File: config.mk
export PLATFORM = sky130hd
export DESIGN_NAME = controle_ula
export DESIGN_NICKNAME = d
export VERILOG_FILES = /design/src/rtl/pacote_ula.sv /design/src/rtl/fila_instr.sv /design/src/rtl/controle_ula.sv
export SDC_FILE = /design/constraint.sdc
export NUM_CORES = 1
export LEC_CHECK = 0
export ABC_CLOCK_PERIOD_IN_PS = 3300
export BUFFER_PORTS_ARGS = -buffer_cell sky130_fd_sc_hd__buf_2
export CELL_PAD_IN_SITES_DETAIL_PLACEMENT = 0
export CELL_PAD_IN_SITES_GLOBAL_PLACEMENT = 1
export CORE_UTILIZATION = 47
export CTS_CLUSTER_SIZE = 40
export DETAILED_ROUTE_END_ITERATION = 12
export PLACE_DENSITY = 0.81
export SYNTH_ARGS = -nofsm -noshare
export SYNTH_HDL_FRONTEND = slang
export SYNTH_HIERARCHICAL = 1
export SYNTH_SLANG_ARGS = --single-unit
File: constraint.sdc
create_clock -name clk -period 3.3 [get_ports clk]
set_input_delay 0.165 -clock clk [delete_from_list [all_inputs] [get_ports clk]]
set_output_delay 0.165 -clock clk [all_outputs]
set_load 0.01 [all_outputs]
File: src/rtl/pacote_ula.sv
`default_nettype none
// ============================================================================
// Module   : pacote_ula
// Brief    : Shared opcodes, FSM encoding and instruction field layout for
//            the ALU sequencer.
// Revision : 1.0
// ============================================================================
package pacote_ula;

    localparam int LARG_INSTR = 16;
    localparam int LARG_CAMPO = 4;

    localparam int CAMPO_COD_LSB = 12;
    localparam int CAMPO_RD_LSB  = 8;
    localparam int CAMPO_RS_LSB  = 4;
    localparam int CAMPO_RT_LSB  = 0;

    localparam logic [3:0] COD_ADD  = 4'd0;
    localparam logic [3:0] COD_SUB  = 4'd1;
    localparam logic [3:0] COD_AND  = 4'd2;
    localparam logic [3:0] COD_OR   = 4'd3;
    localparam logic [3:0] COD_XOR  = 4'd4;
    localparam logic [3:0] COD_NOT  = 4'd5;
    localparam logic [3:0] COD_SHL  = 4'd6;
    localparam logic [3:0] COD_SHR  = 4'd7;
    localparam logic [3:0] COD_ADDI = 4'd8;
    localparam logic [3:0] COD_ANDI = 4'd9;
    localparam logic [3:0] COD_SUBI = 4'd10;
    localparam logic [3:0] COD_MAX  = COD_SUBI;

    typedef enum logic [1:0] {
        OCIOSO     = 2'd0,
        DECODIFICA = 2'd1,
        EXECUTA    = 2'd2,
        ESCREVE    = 2'd3
    } estado_t;

    function automatic logic [LARG_CAMPO-1:0] campo(
        input logic [LARG_INSTR-1:0] palavra,
        input int                    lsb
    );
        return palavra[lsb +: LARG_CAMPO];
    endfunction

    function automatic logic codop_legal(input logic [LARG_CAMPO-1:0] codop);
        return codop <= COD_MAX;
    endfunction

endpackage
`default_nettype wire

File: src/rtl/fila_instr.sv
`default_nettype none
// ============================================================================
// Module   : fila_instr
// Brief    : Synchronous instruction FIFO with full/empty flags and occupancy.
// Revision : 1.0
// ============================================================================
module fila_instr #(
    parameter int LARG = 16,
    parameter int PROF = 4
) (
    input  logic                    clk,
    input  logic                    reset,
    input  logic                    i_push,
    input  logic [LARG-1:0]         i_dado,
    input  logic                    i_pop,
    output logic [LARG-1:0]         o_dado,
    output logic                    o_cheio,
    output logic                    o_vazio,
    output logic [$clog2(PROF):0]   o_nivel
);

    localparam int LARG_END = $clog2(PROF);
    localparam logic [LARG_END:0] c_NIVEL_CHEIO = (LARG_END+1)'(PROF);

    logic [LARG-1:0]   r_mem [PROF];
    logic [LARG_END:0] r_ptr_esc;
    logic [LARG_END:0] r_ptr_lei;
    logic              w_push;
    logic              w_pop;

    // Extra pointer bit distinguishes full from empty; the difference is the level.
    assign o_nivel = r_ptr_esc - r_ptr_lei;
    assign o_cheio = (o_nivel == c_NIVEL_CHEIO);
    assign o_vazio = (o_nivel == '0);
    assign o_dado  = r_mem[r_ptr_lei[LARG_END-1:0]];

    assign w_push = i_push && !o_cheio;
    assign w_pop  = i_pop && !o_vazio;

    always_ff @(posedge clk or posedge reset) begin
        if (reset) begin
            r_ptr_esc <= '0;
            r_ptr_lei <= '0;
        end else begin
            if (w_push) r_ptr_esc <= r_ptr_esc + 1'b1;
            if (w_pop)  r_ptr_lei <= r_ptr_lei + 1'b1;
        end
    end

    always_ff @(posedge clk) begin
        if (w_push) r_mem[r_ptr_esc[LARG_END-1:0]] <= i_dado;
    end

endmodule
`default_nettype wire

File: src/rtl/controle_ula.sv
`default_nettype none
// ============================================================================
// Module   : controle_ula
// Brief    : Multicycle sequencer feeding queued instructions to the ALU and
//            three-port register bank (decode, execute, write-back).
// Revision : 1.0
// ============================================================================
module controle_ula
    import pacote_ula::*;
#(
    parameter int LARG_DADO = 16,
    parameter int PROF_FILA = 4,
    parameter int LARG_CONT = 8
) (
    input  logic                        clk,
    input  logic                        reset,
    input  logic                        instr_valido,
    input  logic [15:0]                 instr,
    output logic                        instr_pronto,
    input  logic                        pausa,
    output logic [3:0]                  rf_end1,
    output logic [3:0]                  rf_end2,
    output logic [3:0]                  rf_end3,
    output logic [LARG_DADO-1:0]        rf_dado,
    output logic                        rf_escreve,
    output logic [3:0]                  alu_codop,
    output logic [3:0]                  alu_imediato,
    input  logic [LARG_DADO-1:0]        alu_resultado,
    output logic                        ocupado,
    output logic                        fim,
    output logic                        erro,
    output logic [LARG_CONT-1:0]        contador,
    output logic [$clog2(PROF_FILA):0]  nivel
);

    estado_t                r_estado, w_prox_estado;
    logic [15:0]            r_instr, w_instr;
    logic [3:0]             r_end1, w_end1;
    logic [3:0]             r_end2, w_end2;
    logic [3:0]             r_end3, w_end3;
    logic [3:0]             r_codop, w_codop;
    logic [3:0]             r_imed, w_imed;
    logic [LARG_DADO-1:0]   r_resultado, w_resultado;
    logic [LARG_DADO-1:0]   r_dado, w_dado;
    logic                   r_escreve, w_escreve;
    logic                   r_fim, w_fim;
    logic                   r_erro, w_erro;
    logic [LARG_CONT-1:0]   r_cont, w_cont;

    logic                   w_pop;
    logic                   w_cheio;
    logic                   w_vazio;
    logic [15:0]            w_fila_dado;

    fila_instr #(
        .LARG (16),
        .PROF (PROF_FILA)
    ) u_fila (
        .clk     (clk),
        .reset   (reset),
        .i_push  (instr_valido),
        .i_dado  (instr),
        .i_pop   (w_pop),
        .o_dado  (w_fila_dado),
        .o_cheio (w_cheio),
        .o_vazio (w_vazio),
        .o_nivel (nivel)
    );

    always_comb begin
        w_prox_estado = r_estado;
        w_pop         = 1'b0;
        w_instr       = r_instr;
        w_end1        = r_end1;
        w_end2        = r_end2;
        w_end3        = r_end3;
        w_codop       = r_codop;
        w_imed        = r_imed;
        w_resultado   = r_resultado;
        w_dado        = r_dado;
        w_escreve     = 1'b0;
        w_fim         = 1'b0;
        w_erro        = 1'b0;
        w_cont        = r_cont;
        // While paused nothing advances, so the one-cycle strobes stay low.
        if (!pausa) begin
            case (r_estado)
                OCIOSO: begin
                    if (!w_vazio) begin
                        w_pop         = 1'b1;
                        w_instr       = w_fila_dado;
                        w_prox_estado = DECODIFICA;
                    end
                end
                DECODIFICA: begin
                    w_end1  = campo(r_instr, CAMPO_RS_LSB);
                    w_end2  = campo(r_instr, CAMPO_RT_LSB);
                    w_end3  = campo(r_instr, CAMPO_RD_LSB);
                    w_codop = campo(r_instr, CAMPO_COD_LSB);
                    w_imed  = campo(r_instr, CAMPO_RS_LSB);
                    if (!codop_legal(campo(r_instr, CAMPO_COD_LSB))) begin
                        w_erro        = 1'b1;
                        w_prox_estado = OCIOSO;
                    end else begin
                        w_prox_estado = EXECUTA;
                    end
                end
                EXECUTA: begin
                    w_resultado   = alu_resultado;
                    w_prox_estado = ESCREVE;
                end
                ESCREVE: begin
                    w_dado        = r_resultado;
                    w_escreve     = 1'b1;
                    w_fim         = 1'b1;
                    w_cont        = r_cont + 1'b1;
                    w_prox_estado = OCIOSO;
                end
                default: w_prox_estado = OCIOSO;
            endcase
        end
    end

    always_ff @(posedge clk or posedge reset) begin
        if (reset) begin
            r_estado    <= OCIOSO;
            r_instr     <= '0;
            r_end1      <= '0;
            r_end2      <= '0;
            r_end3      <= '0;
            r_codop     <= '0;
            r_imed      <= '0;
            r_resultado <= '0;
            r_dado      <= '0;
            r_escreve   <= 1'b0;
            r_fim       <= 1'b0;
            r_erro      <= 1'b0;
            r_cont      <= '0;
        end else begin
            r_estado    <= w_prox_estado;
            r_instr     <= w_instr;
            r_end1      <= w_end1;
            r_end2      <= w_end2;
            r_end3      <= w_end3;
            r_codop     <= w_codop;
            r_imed      <= w_imed;
            r_resultado <= w_resultado;
            r_dado      <= w_dado;
            r_escreve   <= w_escreve;
            r_fim       <= w_fim;
            r_erro      <= w_erro;
            r_cont      <= w_cont;
        end
    end

    assign instr_pronto = !w_cheio;
    assign ocupado      = (r_estado != OCIOSO) || !w_vazio;
    assign rf_end1      = r_end1;
    assign rf_end2      = r_end2;
    assign rf_end3      = r_end3;
    assign alu_codop    = r_codop;
    assign alu_imediato = r_imed;
    assign rf_dado      = r_dado;
    assign rf_escreve   = r_escreve;
    assign fim          = r_fim;
    assign erro         = r_erro;
    assign contador     = r_cont;

endmodule
`default_nettype wire

==> impl_summary.md <==
Outcome
The flow ran to the end, and the final reports show no timing, DRC or antenna violations.

Final layout
The register area is 3970 µm². The fraction of final layout cells sized beyond drive strength 1 is 39.5%. The library cells used most frequently in the layout, excluding fill and tap cells, are sky130_fd_sc_hd__buf_2, sky130_fd_sc_hd__dfrtp_1, sky130_fd_sc_hd__edfxtp_1. The area added between synthesis and finish is 25.6%. The final layout contains 527 nets. The final cell utilization of the core is 61.7%. The most common library cell in the layout ignoring fill and taps is sky130_fd_sc_hd__buf_2. The number of diodes is 0.

The total of fill cells in the finished design is 869. Summing all multi-input logic gate instances after layout gives 1600 µm².

Synth
Synthesis inferred 146 register bits. The net count of the mapped netlist is 395. The number of instances in the synthesized netlist is between 300 and 400. The total number of yosys warnings is 6. The synthesized netlist occupies a cell area of around 5700 µm². Counting distinct cell types in the post-synthesis netlist gives 35. After synthesis, flip-flops and latches occupy 69.4% of the total area. The mean cell area of the mapped netlist is 16.3 µm².

Critical path
The critical path arrival is about 3.1 ns. In this design, the stage delay of the slowest critical-path cell is 0.44 ns. STA puts the critical path data required time at 3.60 ns.

The register-to-register setup slack is 0.51 ns. The highest net fanout along the worst path is 12. The standard cell with the maximum stage delay on the critical path is sky130_fd_sc_hd__fa_1.

Among cell families on the critical path, the largest total delay comes from adder cells. The worst setup path is captured at a flip-flop. Walking the worst path, the cells encountered are inv_1 -> ha_1 -> fa_1 -> xor3_2 -> nor2_1 -> nor4_4 -> buf_4 -> mux2_2. The type of the setup path with the least slack is reg2reg.

The critical path contains buffers and inverters numbering 2 combined. The type of origin of the critical path is a flip-flop.

Clocking
The clock reaches the later pin of the worst-skew pair after 0.42 ns. The H-tree generated during clock tree synthesis spans 4 levels. The tree is rooted in a sky130_fd_sc_hd__clkbuf_16. The clock net in this run drives a total of between 100 and 150 sinks. The CTS tree is done.

After clock tree synthesis, the clock-pin slew on the worst setup and hold paths is around 0.060 ns. Post-CTS timing repair inserted 0 buffers for setup. Clock tree synthesis inserted a total of 17 buffers. No sink is reached through more buffers than the 2 on the longest clock path.

Floorplanning
The area of the core is 11700 µm². The vertical extent of the die is 112 µm. Once the floorplan was initialized, standard cells occupied about 49% of the core. The number of I/O pins is 88. The area enclosed by the die boundary is 12600 µm². Row generation in the floorplan step produced 39 rows. The die is 112 µm wide.

Timing
The clock skew after layout is 0.00545 ns. The worst path in the final design needs a cycle of 2.79 ns, including I/O delays and setup. The timing-limited maximum frequency is 358 MHz. The portion of the clock cycle consumed by the worst path in the final layout is 84.6%.

Setup slack closes at about 0.51 ns. Adding up every negative setup slack in the final design gives 0 ns. Setup violations remaining at the end of the flow were counted as 0. The final count of hold timing violations is 0. The tightest slew margin relative to the limit is 42.4%.

Setup repair after global routing left no endpoint under its margin. The transition time at the pin with the least slew margin is 0.863 ns. The count of pins over their slew limit is 0.

Global routing
The maximum number of pins on one net before global-route repair is 52. The number of antenna violations at the first check in global routing is 0. The number of global-route vias before repair came to approximately 3400. After global routing the overflow that remains totals 0. The global-route wire length before repair is 17400 µm.

The all-layer global routing usage is a little under a fifth.

Drt
The detailed router used layers up to and including met4. The per-cell via count in the routed design is 5.07. Summed over all nets, wire length on met2 after detailed routing comes to 5190 µm. The final route contains 3241 vias. After detailed routing, the number of remaining DRC violations is 0. The count of antenna-violating nets left after detailed routing is 0. After detailed routing, the average wire length per cell comes to 16.6 µm. The first detailed-routing pass ran for 4 iterations.

The total met3 wirelength after detailed routing is 554 µm. The detailed-route wire length is 10600 µm. The routed metal-1 wire length is around 4700 µm. The iteration-0 DRC count of the detailed router is 153.

Run
The max-cap violation count is 0.

Worst hold path
The path class of the tightest hold or removal check is in2reg.

Place
Once detailed placement completed, the half-perimeter wirelength came to ~7000 µm. Timing analysis after detailed placement gives a worst setup slack of 0.517 ns. The final weighted congestion of routability-driven global placement is between 0.7 and 0.8. Buffers placed on the I/O ports in this run total 87.

Pwr
The power per standard cell area is 975 nW/µm². The worst-case IR drop observed on VDD is 0.000617 V. Summed over all cells, the static leakage comes to 3.13 nW.
[worst min-delay path: stages]
cell	delay (ns)
sky130_fd_sc_hd__buf_2	0.14
sky130_fd_sc_hd__nand2b_1	0.07
sky130_fd_sc_hd__and3_1	0.14
[cell type report]
type                       count  share of cell area [%]
sequential                   146                    55.2
multi-input combinational    178                    22.3
timing repair buffer         130                    11.7
clock buffer                  18                    6.10
tap                          143                    2.49
clock inverter                14                    1.67
inverter                      10                   0.539
[power breakdown]
part           switching, W  internal [W]
combinational       0.00113       0.00112
sequential         0.000360       0.00260
clock              0.000692       0.00111
[per-stage QoR]
step                      cells  total power (W)  cell area [µm²]  hold slack, ns
after CTS                   639          0.00709             7190           0.111
after global placement      574          0.00516             6300           0.126
after global routing        639          0.00744             7190           0.161
final                       639          0.00701             7190           0.129
after floorplan             351          0.00450             5730         -0.0440
after detailed placement    574          0.00525             6300           0.120
[worst paths after layout]
kind                                          start                   to  cells after the start
worst max-delay path            u_fila/r_ptr_esc[0]          r_instr[10]                      8
worst min-delay path                          pausa          r_estado[0]                      3
worst max register to register  u_fila/r_ptr_esc[0]          r_instr[10]                      8
worst min register to register      r_resultado[14]          rf_dado[14]                      2
max in group asynchronous                     reset           rf_dado[9]                      4
min in group asynchronous                     reset  u_fila/r_ptr_lei[2]                      3
[Yosys cell counts, drive strengths merged]
cell    number  area [µm²]
a211o        2        17.5
a21bo        2        20.0
a21o         1        7.51
a21oi        1        5.00
and2         1        6.26
and3         5        31.3
buf         15         105
clkbuf       2        7.51
dfrtp       82        2050
edfxtp      64        1920
fa           1        20.0
ha           7        87.6
inv         10        37.5
mux2        50         567
mux4        16         360
nand2       59         221
nand2b       2        12.5
nand3        1        5.00
nand3b       1        7.51
nand4        4        25.0
nor2         3        13.8
nor3         7        35.0
nor3b        1        12.5
nor4         1        21.3
o21ai        1        5.00
xnor2        8        70.1
xor2         3        26.3
xor3         1        25.0
[state kept, by name (all words and copies together), names as in the netlist, named ones only]
| name | count |
|---|---|
| r_resultado | 16 |
| alu_imediato | 4 |
| rf_end3 | 4 |
| u_fila/r_ptr_esc | 3 |
| rf_dado | 16 |
| alu_codop | 4 |
| contador | 8 |
| r_estado | 1 |
| erro | 1 |
| rf_end2 | 4 |
| r_instr | 16 |
| u_fila/r_ptr_lei | 3 |
| fim | 1 |
| u_fila/r_mem | 64 |
[kinds of logic (layout without fill, tap and decap cells)]
kind of cell / count (synthesis) / count (layout) / share of synthesized area, %
buffers and inverters: 27 / 172 / 2.62
and+or+nand+nor: 85 / 85 / 6.84
adders and majority gates: 8 / 8 / 1.88
xor gates and xnor gates: 12 / 12 / 2.12
muxes: 66 / 66 / 16.2
AOI/OAI and AO/OA: 7 / 7 / 0.961
DFF: 146 / 146 / 69.4
[timing repair]
| item | in CTS | in global routing |
|---|---|---|
| hold endpoints to repair | 136 | 0 |
| gates resized for setup | 0 | 0 |
| hold buffers | 33 | 0 |
| endpoints found under the setup margin | 0 | 0 |
[routing by layer]
layer  vias up  track usage [%]
met4         0             8.18
met5         -                0
li1       1527                -
met1      1619             24.4
met2        84             29.2
met3        11             5.56
Power figures use the tool's default switching activity.
